==> src/rtl/alu_pkg.sv <==
// Shared definitions for the accumulator datapath ALU: opcode type, opcode
// constants and the default operand width.
package alu_pkg;

    localparam int ALU_WIDTH = 8;

    typedef logic [2:0] alu_op_t;

    localparam alu_op_t ALU_ADD = 3'b000;
    localparam alu_op_t ALU_SUB = 3'b001;
    localparam alu_op_t ALU_AND = 3'b010;
    localparam alu_op_t ALU_OR  = 3'b011;
    localparam alu_op_t ALU_XOR = 3'b100;
    localparam alu_op_t ALU_NOT = 3'b101;
    localparam alu_op_t ALU_SHL = 3'b110;
    localparam alu_op_t ALU_SHR = 3'b111;

endpackage

==> src/rtl/alu_addsub.sv <==
// Combinational WIDTH+1-bit adder/subtractor. The extra bit is the carry for
// addition and the borrow (x < y unsigned) for subtraction.
module alu_addsub
    import alu_pkg::*;
#(
    parameter int WIDTH = ALU_WIDTH
) (
    input  logic [WIDTH-1:0] x_i,
    input  logic [WIDTH-1:0] y_i,
    input  logic             sub_i,
    output logic [WIDTH-1:0] sum_o,
    output logic             cb_o
);

    logic [WIDTH:0] wide;

    // Zero-extended difference goes negative exactly when x < y, setting bit WIDTH.
    always_comb begin
        if (sub_i) begin
            wide = {1'b0, x_i} - {1'b0, y_i};
        end else begin
            wide = {1'b0, x_i} + {1'b0, y_i};
        end
    end

    assign sum_o = wide[WIDTH-1:0];
    assign cb_o  = wide[WIDTH];

endmodule

==> src/rtl/alu8.sv <==
// Registered ALU: opcode mux, zero detect and carry mux feeding a result/flag
// register that loads every non-reset edge.
module alu8
    import alu_pkg::*;
#(
    parameter int WIDTH = ALU_WIDTH
) (
    input  logic             clk_i,
    input  logic             rst_i,
    input  logic [WIDTH-1:0] x_i,
    input  logic [WIDTH-1:0] y_i,
    input  alu_op_t          op_i,
    output logic [WIDTH-1:0] r_o,
    output logic             fz_o,
    output logic             fc_o
);

    logic [WIDTH-1:0] as_sum;
    logic             as_cb;

    logic [WIDTH-1:0] r_d, r_q;
    logic             fz_d, fz_q;
    logic             fc_d, fc_q;

    alu_addsub #(.WIDTH(WIDTH)) u_addsub (
        .x_i   (x_i),
        .y_i   (y_i),
        .sub_i (op_i == ALU_SUB),
        .sum_o (as_sum),
        .cb_o  (as_cb)
    );

    always_comb begin
        r_d  = '0;
        fc_d = 1'b0;
        case (op_i)
            ALU_ADD,
            ALU_SUB: begin
                r_d  = as_sum;
                fc_d = as_cb;
            end
            ALU_AND: r_d = x_i & y_i;
            ALU_OR:  r_d = x_i | y_i;
            ALU_XOR: r_d = x_i ^ y_i;
            ALU_NOT: r_d = ~x_i;
            ALU_SHL: begin
                r_d  = {x_i[WIDTH-2:0], 1'b0};
                fc_d = x_i[WIDTH-1];
            end
            ALU_SHR: begin
                r_d  = {1'b0, x_i[WIDTH-1:1]};
                fc_d = x_i[0];
            end
            default: begin
                r_d  = '0;
                fc_d = 1'b0;
            end
        endcase
        fz_d = (r_d == '0);
    end

    always_ff @(posedge clk_i) begin
        if (rst_i) begin
            r_q  <= '0;
            fz_q <= 1'b0;
            fc_q <= 1'b0;
        end else begin
            r_q  <= r_d;
            fz_q <= fz_d;
            fc_q <= fc_d;
        end
    end

    assign r_o  = r_q;
    assign fz_o = fz_q;
    assign fc_o = fc_q;

endmodule

==> config.mk <==
export PLATFORM = sky130hd
export DESIGN_NAME = alu8
export DESIGN_NICKNAME = d
export VERILOG_FILES = /design/src/rtl/alu_pkg.sv /design/src/rtl/alu_addsub.sv /design/src/rtl/alu8.sv
export SDC_FILE = /design/constraint.sdc
export NUM_CORES = 1
export LEC_CHECK = 0
export ABC_AREA = 1
export BUFFER_PORTS_ARGS = -buffer_cell sky130_fd_sc_hd__buf_2
export CORE_AREA = 4 4 70 72
export DETAILED_ROUTE_END_ITERATION = 10
export DIE_AREA = 0 0 74 76
export PLACE_DENSITY = 0.73
export SETUP_SLACK_MARGIN = 0.4
export SYNTH_ARGS = -nofsm -noshare
export SYNTH_HDL_FRONTEND = slang
export SYNTH_SLANG_ARGS = --single-unit
==> constraint.sdc <==
create_clock -name clk_i -period 1.91 [get_ports clk_i]
set_input_delay 0.0955 -clock clk_i [delete_from_list [all_inputs] [get_ports clk_i]]
set_output_delay 0.0955 -clock clk_i [all_outputs]
set_load 0.02 [all_outputs]
; ---- Word-level counts from Yosys, hierarchy flattened
; Index checks and enable logic that the tools add are counted.
[word_totals]
reg_bits = 10
latch_bits = 0
mem_bits_rw = 0
mem_bits_ro = 0
in_bits = 21
wordCells = 22
memories = 0
[op_classes]
add_sub_neg = 2
mul = 0
div_mod_pow = 0
n_lt_le_gt_ge = 0
n_eq_ne = 7
shifts = 0
muxes = 3
bitwise_logic = 4
n_reduce_logical = 3
[ops]
columns = cell, count
row1 = 8-bit one-hot mux with 7 select lines, 1
row2 = "3-bit equality test, second input constant", 4
row3 = 8-bit by 8-bit adder with 9-bit output, 1
row4 = 9-bit two-way mux, 1
row5 = 8-bit by 8-bit subtractor with 9-bit output, 1
row6 = 8-bit bitwise AND, 1
row7 = 8-bit logical NOT, 1
row8 = 8-bit NOT, 1
row9 = 8-bit bitwise OR, 1
row10 = 8-bit XOR, 1
row11 = "3-bit by 2-bit equality test with 1-bit output, second input constant", 2
row12 = "3-bit by 1-bit equality test with 1-bit output, second input constant", 1
row13 = 3-bit logical NOT, 1
row14 = 1-bit one-hot mux with 3 select lines, 1
row15 = 2-bit OR reduction, 1

; ---- Logic depth before layout (Yosys ltp)
; Gate-level depths: netlist (run 1).
[depth]
word_depth = 4
ltp_mapped = 19
mapped_depth_nobuf = 18

; ---- Modules after synthesis
; A second synthesis (run 1) with hierarchy kept.
[hier_totals]
hier_cells = 308
hier_area_um2 = 1783.0
[modules_own_cells]
columns = mod, instances, cells_each, area_per_inst_um2
row1 = alu8, 1, 187, 1146.1
row2 = alu_addsub, 1, 121, 636.9

; ---- Worst setup path before layout (run 1)
; No wires, ideal clock.
[synth_timing]
kind = input-to-reg
start = in op_i[2]
end = reg fz_q (netlist: fz_o)
setup_ns = 0.064
arrival_ns = 1.909
required_ns = 1.846
slack_ns = -0.063
cell_stages = 17
cell_sequence = buf_4 -> buf_6 -> nor3_4 -> inv_2 -> nand2_1 -> xor2_1 -> inv_1 -> ha_1 -> nand2_1 -> inv_1 -> a21oi_1 -> nand2_1 -> nand2_1 -> nand3_1 -> nand2_1 -> nand3_1 -> nor2_1
[synth_between]
elab_chain_len = 4
word_cells_on_any_way = 12
classes_between = 7 x eq/ne / 2 x mux / 3 x reduce/logical
[synth_rtl]
columns = element, line
row1 = from (decl), alu8.sv:12  ; input alu_op_t op_i,
row2 = 3-bit by 1-bit equality test with 1-bit output / 3-bit logical NOT (equally long branches), "alu8.sv:28, alu8.sv:36"
row3 = 9-bit two-way mux / 2-bit OR reduction (equally long branches), "alu_addsub.sv:19, alu8.sv:36"
row4 = 8-bit one-hot mux with 7 select lines (*), alu8.sv:36  ; case (op_i)
row5 = 8-bit logical NOT (*), alu8.sv:59  ; fz_d = (r_d == '0);
row6 = to (signal assigned), alu8.sv:69  ; fz_q <= fz_d;
row7 = to (decl), alu8.sv:22  ; logic fz_d, fz_q;
; Mark *: on every way between the ends. The rest lies on a longest branch, timed or not.
; A chain may end at the register's enable or synchronous reset.

; ---- Final worst setup path (run 1)
[layout_timing]
start = in op_i[0]
end = reg fz_q (netlist: fz_o)
; Same word-level chain as after synthesis.

==> results_dict.tcl, run 1 <==
set metrics [dict create \
    status "completed" \
    cp.required_ns 2.08 \
    post_synth_main_area_contributors "sky130_fd_sc_hd__ha_1 (20%), sky130_fd_sc_hd__nand2_1 (15%), sky130_fd_sc_hd__dfxtp_1 (12%)" \
    dr.first_iter.drc_count 171 \
    period_share_pct 92.62 \
    post-synth-top-area-cell "sky130_fd_sc_hd__ha_1" \
    grt_max_degree 16 \
    synthesis.nets 324 \
    synth_enable_flop_cells 0 \
    timing.max_slew.rel_slack_pct 76.86 \
    startpoint_type "input pin" \
    setup_tns_ns 0 \
    area.growth.synth_to_final_pct 39.74 \
    die_x_um 74 \
    syn_inst 275 \
    cts_root_buffer "sky130_fd_sc_hd__clkbuf_8" \
    tritoncts_clock_tree "yes" \
    yosysSeqAreaShare_pct 12.11 \
    route.detailed.drc 0 \
    detail_route.vias_per_cell 5.037 \
    floorplan.initialDensity_pct 38.49 \
    maxCapViolCount 0 \
    ys_types 25 \
    post_synth.cell_area_avg_um2 6.010 \
    die-area_um2 5624 \
    grt_overflow 0 \
    critical_path_arrival_ns 1.94 \
    total_power_mw 1.132 \
    synthDominantCellAreaShare_pct 20.44 \
    final_util_pct 53.79 \
    type_of_the_worst_setup_path "input pin to register" \
    floorplan.core_area_um2 4294 \
    post_detailed_route_wirelength_per_cell_um 12.67 \
    port-buffer-count 30 \
    clock_path_buffers 2 \
    io_pins 31 \
    hold_class "input pin to register" \
    drt_pre_antenna_iters 5 \
    design.final.nets 378 \
    yosys_warnings 0 \
    power-per-cell-area_nw_per_um2 490.2 \
    synth_area_um2 1653 \
    unrepaired_setup_endpoints_after_global_routing "true" \
    htreeDepth 1 \
    drive_above_1_share_pct 32.62 \
    postSynth.topFlopCell "sky130_fd_sc_hd__dfxtp_1" \
    tightestPinTransition_ns 0.3444 \
    hpwl_um 3916 \
    peakVddDrop_mv 0.1930 \
    cts-hold-fix-buffers 0 \
    antenna_found_initial 0 \
    numClockSinks 10 \
    routabilityCongestion 0.9223 \
    power.static_leakage_nw 1.275 \
    clk_pin_slew_worst_paths_ns 0.05 \
    first_global_vias 1788 \
    final_setup_violations 0 \
    worstPathMaxFanout 6 \
    cp-end-kind "register" \
    max_clock_freq_mhz 565.3 \
    grt_use_total_pct 17.72 \
    synth-async-reset-ratio_pct 0 \
    report.final.slew_viol_count 0 \
    ant_nets 0 \
    post-route-min-period_ns 1.769 \
    finalHoldViolations 0 \
    die_h_um 76 \
    antenna_cells 0 \
    num_vias 1914 \
    placement_rows 24 \
    postRouteWirelength_um 4814 \
    number_of_buffers_created_by_cts 3 \
    wire_length_of_the_first_global_routing_pass_um 8010 \
    synth-seq-cells 10 \
]
## report_power, final
group / total (mW) / switching [mW] / internal, mW
Clock: 0.259 / 0.0779 / 0.181
Combinational: 0.642 / 0.366 / 0.277
Sequential: 0.231 / 0.00352 / 0.228
Total: 1.13 / 0.447 / 0.685
## flip-flops by register name, summed over array words and instances (netlist names)
register and count:
r_o 8, fz_o 1, fc_o 1
## through the flow
| stage | instance area (um^2) | cells | setup WS [ns] | hold slack (ns) |
|---|---|---|---|---|
| final | 2310 | 380 | 0.1409 | 0.1537 |
| after global routing | 2310 | 380 | -0.02126 | 0.1663 |
| after CTS | 2202 | 378 | 0.1641 | 0.1488 |
| after detailed placement | 2072 | 373 | -0.2124 | 0.3938 |
| after global placement | 2072 | 373 | -0.1305 | 0.3890 |
| after floorplan | 1749 | 275 | 0.07596 | 0.2973 |
## layout make-up
cell class / instances / area [um^2]
Sequential cell: 10 / 200.2
Inverter: 50 / 205.2
Multi-Input combinational cell: 209 / 1410
Tap cell: 52 / 65.06
Timing Repair Buffer: 55 / 374.1
Fill cell: 433 / 1984
Clock buffer: 4 / 55.05
## what timing repair did
action / CTS / global route
resized for setup: 18 / 23
endpoints found under the setup margin: 8 / 8
pin swaps: 20 / 27
setup buffers: 1 / 2
## Yosys cell counts, types with 2 or more instances
library cell	n
sky130_fd_sc_hd__a21oi_1	13
sky130_fd_sc_hd__buf_6	3
sky130_fd_sc_hd__dfxtp_1	10
sky130_fd_sc_hd__ha_1	27
sky130_fd_sc_hd__inv_1	46
sky130_fd_sc_hd__inv_2	4
sky130_fd_sc_hd__nand2_1	68
sky130_fd_sc_hd__nand3_1	21
sky130_fd_sc_hd__nand3_2	2
sky130_fd_sc_hd__nand4_1	10
sky130_fd_sc_hd__nor2_1	35
sky130_fd_sc_hd__nor2_2	2
sky130_fd_sc_hd__nor3_1	3
sky130_fd_sc_hd__o21ai_0	5
sky130_fd_sc_hd__o21ai_1	6
sky130_fd_sc_hd__or2_2	3
sky130_fd_sc_hd__xor2_1	9
## worst paths after layout
| path | startpoint | endpoint | slack, ns | cells after the start |
|---|---|---|---|---|
| setup / recovery | op_i[0] | fz_o$_SDFF_PP0_ | 0.14 | 16 |
| hold / removal | rst_i | r_o[5]$_SDFF_PP0_ | 0.15 | 2 |
## worst max-delay path, stage by stage
cell and delay (ns):
sky130_fd_sc_hd__buf_8 0.08, sky130_fd_sc_hd__inv_6 0.03, sky130_fd_sc_hd__nor3_4 0.24, sky130_fd_sc_hd__inv_2 0.11, sky130_fd_sc_hd__nand2_1 0.09, sky130_fd_sc_hd__xor2_1 0.14
sky130_fd_sc_hd__ha_1 0.28, sky130_fd_sc_hd__buf_4 0.15, sky130_fd_sc_hd__buf_4 0.12, sky130_fd_sc_hd__xor2_1 0.11, sky130_fd_sc_hd__nand2_1 0.08, sky130_fd_sc_hd__nand2_2 0.09
sky130_fd_sc_hd__nand2_1 0.05, sky130_fd_sc_hd__nor2_1 0.09, sky130_fd_sc_hd__nand2_1 0.07, sky130_fd_sc_hd__nor2_1 0.10
## routing by layer
layer	GRT usage, %	up-vias	part of all wire, %
met2	28.63	80	47
met5	0	-	0
met3	1.055	12	6.6
met1	24.21	849	44
li1	-	973	-
met4	6.703	0	2.6
## cells in the final DEF, fill, tap and decap left out, drive strengths merged
cell and instances:
clkbuf 4, nand4 10, o21a 1, ha 27, xor2 9, nor3 4
buf 55, fa 1, a31oi 1, a21oi 13, o21ai 11, nand3 23
nand2 68, dfxtp 10, or2 3, a22oi 1, inv 50, nor2 37
## cells by family after synthesis
| family | share of synthesized area [%] |
|---|---|
| simple gates | 38.53 |
| buf+inv | 14.38 |
| fa+ha+maj | 21.65 |
| compound gates | 8.554 |
| flops | 12.11 |
| xor+xnor | 4.769 |
No activity file was read; power rests on OpenSTA's default activity.
==> inputs of run 2 (changes only) <==
--- a/config.mk
+++ b/config.mk
@@ -7,11 +7,12 @@
 export LEC_CHECK = 0
 export ABC_AREA = 1
 export BUFFER_PORTS_ARGS = -buffer_cell sky130_fd_sc_hd__buf_2
-export CORE_AREA = 4 4 70 72
+export CORE_AREA = 4 4 72 74
 export DETAILED_ROUTE_END_ITERATION = 10
-export DIE_AREA = 0 0 74 76
+export DIE_AREA = 0 0 76 78
 export PLACE_DENSITY = 0.73
 export SETUP_SLACK_MARGIN = 0.4
 export SYNTH_ARGS = -nofsm -noshare
 export SYNTH_HDL_FRONTEND = slang
+export SYNTH_HIERARCHICAL = 1
 export SYNTH_SLANG_ARGS = --single-unit
==> run 2 against run 1 <==
Against the previous run:
- the run now ends with setup timing left
- clock power shrank 3%
- sequential share of layout area shrank 0.96 points
- cell count grew 13%
- global-route usage shrank 0.19 points
- utilization grew 2.7 points
- non-clock buffer count grew 14
- flip-flop and latch count is the same
- hold slack lost 0.010 ns
- first-iteration DRC count shrank 9.4%
- critical endpoint is now fc_o$_SDFF_PP0_
- largest cell class unchanged
==> results_dict.tcl, run 2 <==
set metrics [dict create \
    status "finished with violations" \
    failed_checks "setup timing" \
    total_power_mw 1.235 \
    post_synth.cell_area_avg_um2 5.789 \
    timing.max_slew.rel_slack_pct 68.15 \
    postRouteWirelength_um 5235 \
    mostFrequentLayoutCell "sky130_fd_sc_hd__nand2_1" \
    die_h_um 78 \
    cp-end-kind "register" \
    power.net_switching_mw 0.4723 \
    layout_common_cells "sky130_fd_sc_hd__nand2_1 (60), sky130_fd_sc_hd__inv_1 (50), sky130_fd_sc_hd__nor2_1 (42)" \
    synth_most_common_cell "sky130_fd_sc_hd__nand2_1" \
    post_synth_main_area_contributors "sky130_fd_sc_hd__ha_1 (19%), sky130_fd_sc_hd__nand2_1 (15%), sky130_fd_sc_hd__inv_1 (12%)" \
    grt_max_degree 24 \
    placed_area_um2 2250 \
    die_x_um 76 \
    post-route-min-period_ns 2.002 \
    floorplan.core_area_um2 4598 \
    die-area_um2 5928 \
    layout.cell_area.non_filler_um2 2597 \
    synthesis.nets 357 \
    dp.cells 418 \
    setup_slack_ns -0.09151 \
    maxCapViolCount 0 \
    power.clock.fraction_pct 20.3 \
    p_comb_share_pct 61.0 \
    power.static_leakage_nw 1.462 \
    routabilityCongestion 0.9117 \
    post-synth-top-area-cell "sky130_fd_sc_hd__ha_1" \
    pre_cts_slack_ns -0.5793 \
    design.final.nets 424 \
    final_setup_violations 4 \
    worstPathMaxFanout 7 \
    largest_reg_flops 8 \
    drt_pre_antenna_iters 4 \
    tritoncts_clock_tree "yes" \
    dr.first_iter.drc_count 155 \
    syn_inst 308 \
    finalHoldViolations 0 \
    htreeDepth 1 \
    synthDominantCellAreaShare_pct 18.95 \
    yosys_warnings 6 \
    floorplan.initialDensity_pct 38.78 \
    final_util_pct 56.49 \
    startpoint "op_i[1]" \
    antenna_cells 0 \
    numClockSinks 10 \
    clock_path_buffers 2 \
    hpwl_um 4127 \
    yosysSeqAreaShare_pct 11.23 \
    worst_hold_slack_ns 0.1434 \
    post_detailed_route_wirelength_per_cell_um 12.23 \
    ant_nets 0 \
    tightestPinTransition_ns 0.4772 \
    grt_use_total_pct 17.53 \
    synth-seq-cells 10 \
    cts_root_buffer "sky130_fd_sc_hd__clkbuf_8" \
    critical_path_arrival_ns 2.18 \
    p_seq_share_pct 18.7 \
    hp-start "rst_i" \
    antenna_found_initial 0 \
    final_cell_count_no_fill 428 \
    synth_area_um2 1783 \
    type_of_the_worst_setup_path "input pin to register" \
    placement_rows 25 \
    power-per-cell-area_nw_per_um2 475.5 \
    area.growth.synth_to_final_pct 45.68 \
    synth_enable_flop_cells 0 \
    grt_overflow 0 \
    max_clock_freq_mhz 499.6 \
    first_global_vias 2035 \
    cp.required_ns 2.09 \
    ys_types 28 \
    peakVddDrop_mv 0.2045 \
    setup_tns_ns -0.2628 \
    p_int_mw 0.7629 \
    hold_class "input pin to register" \
    num_vias 2121 \
    wire_length_of_the_first_global_routing_pass_um 8756 \
    port-buffer-count 30 \
    postSynth.topFlopCell "sky130_fd_sc_hd__dfxtp_1" \
    number_of_buffers_created_by_cts 3 \
    startpoint_type "input pin" \
    nFillCells 443 \
    synth-async-reset-ratio_pct 0 \
    report.final.slew_viol_count 0 \
    detail_route.vias_per_cell 4.956 \
    route.detailed.drc 0 \
    fraction_of_power_spent_switching_nets_pct 38.23 \
    period_share_pct 104.8 \
    unrepaired_setup_endpoints_after_global_routing "true" \
    drive_above_1_share_pct 35.83 \
    post_synth_most_frequent_cells "sky130_fd_sc_hd__nand2_1 (73), sky130_fd_sc_hd__inv_1 (55), sky130_fd_sc_hd__nor2_1 (46)" \
    io_pins 31 \
    clk_pin_slew_worst_paths_ns 0.04 \
]
[run 2: metal layers]
metal / wire, um / up-vias / GRT usage [%]
met5: 0 / - / 0
met4: 131 / 0 / 7.829
met3: 261 / 12 / 2.088
met2: 2759 / 68 / 32.79
met1: 2082 / 948 / 19.54
li1: - / 1093 / -
[run 2: cells by family (layout without fill, tap and decap cells)]
| logic type | after synthesis | in the layout | synth area share (%) |
|---|---|---|---|
| flops | 10 | 10 | 11.23 |
| compound gates | 24 | 24 | 7.228 |
| mux | 1 | 1 | 0.5614 |
| xor+xnor | 6 | 6 | 2.947 |
| buf+inv | 68 | 134 | 15.09 |
| simple gates | 171 | 171 | 42.88 |
| fa+ha+maj | 28 | 28 | 20.07 |
[run 2: timing repair]
item / in CTS / in global routing
hold buffers: 0 / 0
setup endpoints to repair: 9 / 9
resized for setup: 46 / 21
pin swaps: 40 / 12
buffers inserted: 4 / 2
[run 2: final timing paths]
kind,to,cells past startpoint
min,r_o[6]$_SDFF_PP0_,2
max,fc_o$_SDFF_PP0_,18
[run 2: area by class of cell]
class | instances | area, um^2 | area share [%]
sequential | 10 | 200.2 | 7.707
multi-input combinational | 230 | 1548 | 59.59
clock buffer | 4 | 55.05 | 2.119
tap | 54 | 67.56 | 2.601
timing repair buffer | 69 | 493.0 | 18.98
inverter | 61 | 234.0 | 9.008
[run 2: power by group through the flow]
stage	logic [mW]	clock network, mW	registers (mW)
2_1_floorplan	0.343	0	0.259
6_report	0.754	0.250	0.231
3_3_place_gp	0.575	0	0.234
4_1_cts	0.687	0.259	0.231
3_5_place_dp	0.584	0	0.235
5_1_grt	0.833	0.277	0.233
[run 2: critical path: stages]
cell and delay [ns]:
sky130_fd_sc_hd__buf_8 0.10, sky130_fd_sc_hd__nor3_4 0.26, sky130_fd_sc_hd__inv_4 0.11, sky130_fd_sc_hd__nand2_4 0.11
sky130_fd_sc_hd__buf_4 0.11, sky130_fd_sc_hd__nand4_1 0.09, sky130_fd_sc_hd__nand2_1 0.09, sky130_fd_sc_hd__inv_2 0.04
sky130_fd_sc_hd__ha_4 0.28, sky130_fd_sc_hd__nand2_4 0.05, sky130_fd_sc_hd__nor2_1 0.08, sky130_fd_sc_hd__nand3_1 0.12
sky130_fd_sc_hd__nand2_1 0.08, sky130_fd_sc_hd__nand2_1 0.04, sky130_fd_sc_hd__nand2_1 0.09, sky130_fd_sc_hd__a21oi_1 0.07
sky130_fd_sc_hd__or3_1 0.30, sky130_fd_sc_hd__inv_1 0.05
